<file path="src/rtl/manchester_rx_ctrl.sv">
// Manchester receive controller: measures edge-to-edge intervals, hunts for a
// preamble of long intervals, then decodes mid-bit edges into bits.
module manchester_rx_ctrl #(
  parameter int HALF_PERIOD = 8,
  parameter int TOL         = 2,
  parameter int SYNC_LONGS  = 4
) (
  input  logic clk,
  input  logic rst_n,
  input  logic edge_re_i,
  input  logic edge_fe_i,
  output logic bit_out_o,
  output logic bit_valid_o,
  output logic locked_o,
  output logic frame_end_o,
  output logic err_o
);

  localparam int CNT_MAX = 2 * HALF_PERIOD + TOL + 1;
  localparam int CW      = $clog2(CNT_MAX + 1);
  localparam int LCW     = $clog2(SYNC_LONGS + 1);

  localparam logic [CW-1:0] SHORT_MIN = CW'(HALF_PERIOD - TOL);
  localparam logic [CW-1:0] SHORT_MAX = CW'(HALF_PERIOD + TOL);
  localparam logic [CW-1:0] LONG_MIN  = CW'(2 * HALF_PERIOD - TOL);
  localparam logic [CW-1:0] LONG_MAX  = CW'(2 * HALF_PERIOD + TOL);
  localparam logic [CW-1:0] SAT_VAL   = CW'(CNT_MAX);
  localparam logic [LCW-1:0] LAST_LONG = LCW'(SYNC_LONGS - 1);

  typedef enum logic {HUNT, DATA} state_e;
  typedef enum logic {MID, BOUND} phase_e;

  state_e         state_q, state_d;
  phase_e         phase_q, phase_d;
  logic [CW-1:0]  cnt_q, cnt_d;
  logic [LCW-1:0] long_cnt_q, long_cnt_d;
  logic           have_ref_q, have_ref_d;
  logic           bit_q, bit_d;
  logic           bit_valid_q, bit_valid_d;
  logic           err_q, err_d;
  logic           frame_end_q, frame_end_d;

  logic edge_ev, glitch, timeout, is_short, is_long;

  assign edge_ev  = edge_re_i ^ edge_fe_i;
  assign glitch   = edge_re_i & edge_fe_i;
  assign timeout  = have_ref_q && (cnt_q == SAT_VAL);
  assign is_short = (cnt_q >= SHORT_MIN) && (cnt_q <= SHORT_MAX);
  assign is_long  = (cnt_q >= LONG_MIN) && (cnt_q <= LONG_MAX);

  always_comb begin
    state_d     = state_q;
    phase_d     = phase_q;
    have_ref_d  = have_ref_q;
    long_cnt_d  = long_cnt_q;
    bit_d       = bit_q;
    bit_valid_d = 1'b0;
    err_d       = 1'b0;
    frame_end_d = 1'b0;

    if (edge_ev) begin
      cnt_d = CW'(1);
    end else if (cnt_q != SAT_VAL) begin
      cnt_d = cnt_q + CW'(1);
    end else begin
      cnt_d = cnt_q;
    end

    // Glitch outranks an edge, and a real edge outranks a coincident timeout.
    case (state_q)
      HUNT: begin
        if (glitch) begin
          long_cnt_d = '0;
          have_ref_d = 1'b0;
        end else if (edge_ev) begin
          have_ref_d = 1'b1;
          if (have_ref_q) begin
            if (!is_long) begin
              long_cnt_d = '0;
            end else if (long_cnt_q == LAST_LONG) begin
              state_d    = DATA;
              phase_d    = MID;
              long_cnt_d = '0;
            end else begin
              long_cnt_d = long_cnt_q + LCW'(1);
            end
          end
        end else if (timeout) begin
          long_cnt_d = '0;
          have_ref_d = 1'b0;
        end
      end

      DATA: begin
        if (glitch) begin
          err_d      = 1'b1;
          state_d    = HUNT;
          have_ref_d = 1'b0;
          long_cnt_d = '0;
        end else if (edge_ev) begin
          have_ref_d = 1'b1;
          if (is_long && phase_q == MID) begin
            bit_valid_d = 1'b1;
            bit_d       = edge_re_i;
          end else if (is_short && phase_q == MID) begin
            phase_d = BOUND;
          end else if (is_short && phase_q == BOUND) begin
            bit_valid_d = 1'b1;
            bit_d       = edge_re_i;
            phase_d     = MID;
          end else begin
            err_d      = 1'b1;
            state_d    = HUNT;
            long_cnt_d = '0;
          end
        end else if (timeout) begin
          frame_end_d = 1'b1;
          state_d     = HUNT;
          have_ref_d  = 1'b0;
          long_cnt_d  = '0;
        end
      end

      default: state_d = HUNT;
    endcase
  end

  always_ff @(posedge clk or negedge rst_n) begin
    if (!rst_n) begin
      state_q     <= HUNT;
      phase_q     <= MID;
      cnt_q       <= '0;
      long_cnt_q  <= '0;
      have_ref_q  <= 1'b0;
      bit_q       <= 1'b0;
      bit_valid_q <= 1'b0;
      err_q       <= 1'b0;
      frame_end_q <= 1'b0;
    end else begin
      state_q     <= state_d;
      phase_q     <= phase_d;
      cnt_q       <= cnt_d;
      long_cnt_q  <= long_cnt_d;
      have_ref_q  <= have_ref_d;
      bit_q       <= bit_d;
      bit_valid_q <= bit_valid_d;
      err_q       <= err_d;
      frame_end_q <= frame_end_d;
    end
  end

  assign bit_out_o   = bit_q;
  assign bit_valid_o = bit_valid_q;
  assign locked_o    = (state_q == DATA);
  assign frame_end_o = frame_end_q;
  assign err_o       = err_q;

endmodule
</file>
<file path="config.mk">
export PLATFORM = sky130hd
export DESIGN_NAME = manchester_rx_ctrl
export DESIGN_NICKNAME = d
export VERILOG_FILES = /design/src/rtl/manchester_rx_ctrl.sv
export SDC_FILE = /design/constraint.sdc
export NUM_CORES = 1
export LEC_CHECK = 0
export ABC_CLOCK_PERIOD_IN_PS = 2500
export CAP_MARGIN = 0
export CORE_MARGIN = 4
export CORE_UTILIZATION = 31
export DETAILED_ROUTE_END_ITERATION = 7
export GPL_TIMING_DRIVEN = 0
export SETUP_SLACK_MARGIN = 0.15
export SLEW_MARGIN = 5
export SYNTH_ARGS = -nofsm -noshare
export SYNTH_HDL_FRONTEND = slang
export SYNTH_SLANG_ARGS = --single-unit
</file>
<file path="constraint.sdc">
create_clock -name clk -period 2.5 [get_ports clk]
set_input_delay 0.375 -clock clk [delete_from_list [all_inputs] [get_ports clk]]
set_output_delay 0.375 -clock clk [all_outputs]
set_load 0.02 [all_outputs]
</file>
=== Word level (Yosys, flattened, before mapping) ===
Index checks and enable logic that the tools add are counted.

* Register bits after elaboration: 15
* Bits of input ports: 4
* Output and inout port bits: 5

* Add/subtract/negate cells: 2
* Order comparisons: 4
* Equality and inequality tests: 17
* Muxes and demuxes: 58
* Bitwise logic cells: 5
* Reduce and logical (&&, ||, !) cells: 12

{| class="wikitable"
|+ Operator list
! kind !! count
|-
| $mux 1 || 42
|-
| $mux 3 || 11
|-
| $ne 2x2->1 const B || 8
|-
| $ne 4x4->1 const B || 4
|-
| $mux 5 || 2
|-
| $reduce_and 9->1 || 1
|-
| $logic_and 1x1->1 || 6
|-
| $pmux 3 s2 || 1
|-
| $add 5x1->5 const B || 1
|-
| $eq 5x5->1 const B || 1
|-
| $ge 5x3->1 const B || 1
|-
| $ge 5x4->1 const B || 1
|-
| $le 5x4->1 const B || 1
|-
| $le 5x5->1 const B || 1
|-
| $ne 5x5->1 const B || 1
|-
| $reduce_and 5->1 || 1
|-
| $pmux 1 s2 || 2
|-
| $reduce_and 4->1 || 1
|-
| $reduce_bool 2->1 || 2
|-
| $add 3x1->3 const B || 1
|-
| $eq 3x2->1 const B || 1
|-
| $ne 3x1->1 const B || 1
|-
| $not 1->1 || 3
|-
| $reduce_bool 3->1 || 1
|-
| 3 further kinds || 3
|}

=== Depth between registers and ports, before layout ===
* Depth after elaboration: 9
* Depth in mapped cells: 7

=== Least setup slack after synthesis ===
OpenSTA, ideal clock, no wires.

* Path kind: reg-to-reg
* Start: reg cnt_q[3]
* End: reg bit_q, in the netlist bit_out_o
* Library setup time: 128 ps
* Data arrival time: 1562 ps
* Data required time: 2372 ps
* Path slack: 810 ps
* Cell stages (with the launch flop): 6
* Path buffers: 0
* Clock period less this slack: 1690 ps
* Cells stage by stage: dfrtp_1 -> nand2b_4 -> o31a_1 -> or2_1 -> a21oi_2 -> mux2_1

* Longest elaborated chain between the ends: 5

{| class="wikitable"
|+ Ends and longest elaborated chain
! item !! RTL line !! RTL
|-
| from (decl) || 35 || <nowiki>logic [CW-1:0] cnt_q, cnt_d;</nowiki>
|-
| from (signal assigned) || 142 || <nowiki>cnt_q <= cnt_d;</nowiki>
|-
| $ge 5x4->1, or another cell as far along || 49 || <nowiki>assign is_long = (cnt_q >= LONG_MIN) && (cnt_q <= LONG_MAX);</nowiki>
|-
| $logic_and 1x1->1, on equally long branches || 49, 48 ||
|-
| $logic_and 1x1->1, on equally long branches || 102, 105, 107 ||
|-
| $ne 2x2->1 (no source line) or $reduce_bool 2->1 (tied branches) || n/a ||
|-
| $reduce_and 5->1 (no source line) || n/a ||
|-
| to (signal assigned) || 145 || <nowiki>bit_q <= bit_d;</nowiki>
|-
| to (decl) || 38 || <nowiki>logic bit_q, bit_d;</nowiki>
|}

Several ways; a longest one is shown, not always the timed one.
A chain may end at the register's enable or synchronous reset.

=== Worst setup path after layout ===
* Start: in edge_re_i
* End: reg bit_q, in the netlist bit_out_o

* Longest elaborated chain between the ends: 3

{| class="wikitable"
|+ Ends and longest elaborated chain
! item !! RTL line !! RTL
|-
| from (decl) || 10 || <nowiki>input logic edge_re_i,</nowiki>
|-
| $mux 1 or $and 1x1->1 (tied branches) || 107, 46 ||
|-
| $mux 1 or $not 1->1 (tied branches) || n/a ||
|-
| $mux 1 or $reduce_and 5->1 (tied branches) || n/a ||
|}

Several ways; a longest one is shown, not always the timed one. The select of a mux whose other input is x is not followed.

==> results.md <==
- Antenna cells: 0
- Detailed Place HPWL: between 1000 and 1500 um
- Final setup violation count: 0
- Mux cell area share after synthesis: under 10%
- Nets: 106
- Area of the multi-input gates: around 430 um2
- Crit path DAT: 2.30 ns
- Mapped Avg Cell Area: approximately 10 um2
- Pwr/cell area: between 500 and 600 nW/um2
- Syn_nets: 93
- WP buf/inv: 3
- Most common cell after layout, fill and taps aside: dfrtp_1
- Storage element area: 375 um2
- CTS Buf Count: 3
- Clock sink total: 15
- Largest net degree at the start of global routing: 16
- Clock latency on the worst-skew pair: 0.28 ns
- Initial core utilization: around a third
- Die area: approximately 3600 um2
- Initial antenna violation count: 0
- Outcome: complete, no violations
- Routability cong.: just under 0.8
- Die width: roughly 60 um
- Post-route ant nets: 0
- Fin. max-slew vios: 0
- Post-Synth Simple-Gate Area: 24.0%
- Number of unique standard cell types used by synthesis: 34
- Maximum VDD drop: ~0.26 mV
- Die Ht: 60 um
- Post-CTS Resized: 0
- Period Utilization, post-route: 85.1%
- Kind of cell adding the most delay to the critical path: buffers and inverters
- Post-synthesis register bit count: 15
- Most frequent cells in the layout: 15 x dfrtp_1, 8 x nor2_1, 8 x clkdlybuf4s50_1, 6 x inv_1, 6 x nand2_1
- Core ar.: approximately 2500 um2
- Worst Path Max Fanout: 10
- Fillcell total: between 200 and 300
- Vias per inst: about 5
- H-tree lvl count: 1
- Max clock buf depth: 2
- GR Overflow Total: 0
- Buffers on Ports: 8
- Hold buffer count at CTS: 0
- Switching Fraction: between 20% and 30%
- TNS Setup: 0 ns
- CTS tree: done
- Sw power: 0.000152 W
- Post-synthesis compound-gate area fraction: roughly 15%
- P&R area growth vs syn: 17.3%
- Final Skew: between 0.003 and 0.004 ns
- Startpoint types: primary input
- Worst reg2reg path depth: 5
- Leakage: 0.418 nW
- Vias in the first global route: 597
- Final min period: between 2 and 2.5 ns
- Combinational power share: between 10% and 20%
- Area of the mapped netlist: 838 um2
- Clock-pin slew on the worst setup and hold paths: approximately 0.1 ns
- Combinational family with the most area after synthesis: simple AND/OR/NAND/NOR gates
- Worst-path cell chain: clkdlybuf4s50_1 -> inv_1 -> ha_1 -> clkbuf_1 -> nand3_1 -> a21oi_2 -> mux2_1
- Crit Path Category: in -> reg
- Internal power: approximately 0.00036 W
- Hold slack: slightly below 0.5 ns
- RSZ-0062 raised after global routing: no
- Fmax: around 470 MHz
- Average wire per standard cell: around 12 um
- Drt pass-1 iters: 4
- Clock Tree Root: clkbuf_4
- DR iter-0 viols: 20
- Crit path depth: 7
- CP peak stage delay: approximately 0.50 ns
- Ys Warns: 0
- Synth Area in XOR/XNOR: about 3.1%
- Total global-route track usage: about a tenth
- Synth Instances: between 80 and 90
- Layout cell share with drive strength beyond 1: approximately 8.3%
- Via Count: 641
- Req. time, crit path: ~2.7 ns
- Sequential cell area fraction in the yosys report: 44.8%
- DRC violations left: 0
- Io pins: 9
- DRT Wirelength: roughly 1500 um
- Slew HR: between 50% and 60%
- Number of synthesized flops with an enable pin: 0
- Slowest cell on the critical path: clkdlybuf4s50_1
- Clock power frac: around 28%
- Post-CTS setup buffer count: 0
- First-pass GRT wire length: between 2000 and 3000 um
- FP Rows: 18
- Ys async rst share: 100%
- Crit. End Element: register
- Sequential Power Share: 52.6%
- Hold Crit Class: in -> async
- Worst slew pin tran: 0.665 ns
- Final Hold Fails: 0
- Synth Area in Adders: approximately 7.5%
- Max_cap viols: 0
- Post-synth top flop: dfrtp_1
kinds of logic after synthesis:
kind of cell    Yosys count
buf+inv                   9
simple gates             34
compound gates           17
fa+ha+maj                 5
xor+xnor                  3
mux                       1
flops                    15
final timing paths:
path,from,end,slack (ns)
max reg2reg,cnt_q[3],bit_out_o,0.66
min in group clk,bit_out_o,bit_out_o,0.50
max in group asynchronous,rst_n,have_ref_q,1.59
min reg2reg,bit_out_o,bit_out_o,0.50
min,rst_n,locked_o,0.49
max,edge_re_i,bit_out_o,0.37
metrics by stage:
| stage | cell area (um2) | util (%) | setup slack [ns] | total power [W] | std cells |
|---|---|---|---|---|---|
| finish | 983 | 39.0 | 0.373 | 0.000509 | 126 |
| floorplan | 838 | - | 0.810 | 0.000345 | 84 |
| global route | 983 | 39.0 | 0.222 | 0.000545 | 126 |
| CTS | 983 | 39.0 | 0.345 | 0.000516 | 126 |
| detailed placement | 956 | 37.9 | 0.0382 | 0.000373 | 122 |
| global placement | 956 | 37.9 | 0.0605 | 0.000368 | 122 |
cell type report:
cell class / instances / share of cell area, %
flip-flops and latches: 15 / 38.2
inverters: 6 / 2.29
clock inverters: 1 / 0.509
clock buffers: 3 / 2.29
well taps: 30 / 3.82
multi-input cells: 60 / 43.5
repair buffers: 8 / 8.14
plain buffers: 3 / 1.27
flip-flops by register name (all words and copies together) (netlist names):
signal and count:
frame_end_o 1, long_cnt_q 3, phase_q 1, have_ref_q 1
bit_valid_o 1, locked_o 1, bit_out_o 1, cnt_q 5
err_o 1
Yosys cell counts (all sizes together), types with 5 or more instances:
cell	count	area, um2
nand2	6	22.5
dfrtp	15	375
a21oi	5	28.8
nand2b	5	38.8
nor2	8	30.0
inv	6	22.5
nand3	5	25.0
ha	5	62.6
power by group through the flow:
stage	Combinational, W	Clock [W]	Sequential (W)
after CTS	0.000101	0.000148	0.000267
after global routing	0.000114	0.000161	0.000270
after floorplan	0.0000753	0	0.000270
final	0.0000998	0.000141	0.000267
after global placement	0.0000963	0	0.000271
after detailed placement	0.000100	0	0.000272
metal layers:
layer | wire (um) | part of all wire, % | track usage [%]
met5 | 0 | 0 | 0
met4 | 10 | 0.66 | 2.85
met3 | 94 | 6.2 | 4.32
met2 | 619 | 41 | 14.0
met1 | 784 | 52 | 13.7
Note: power is estimated with default switching activity, not from simulation.
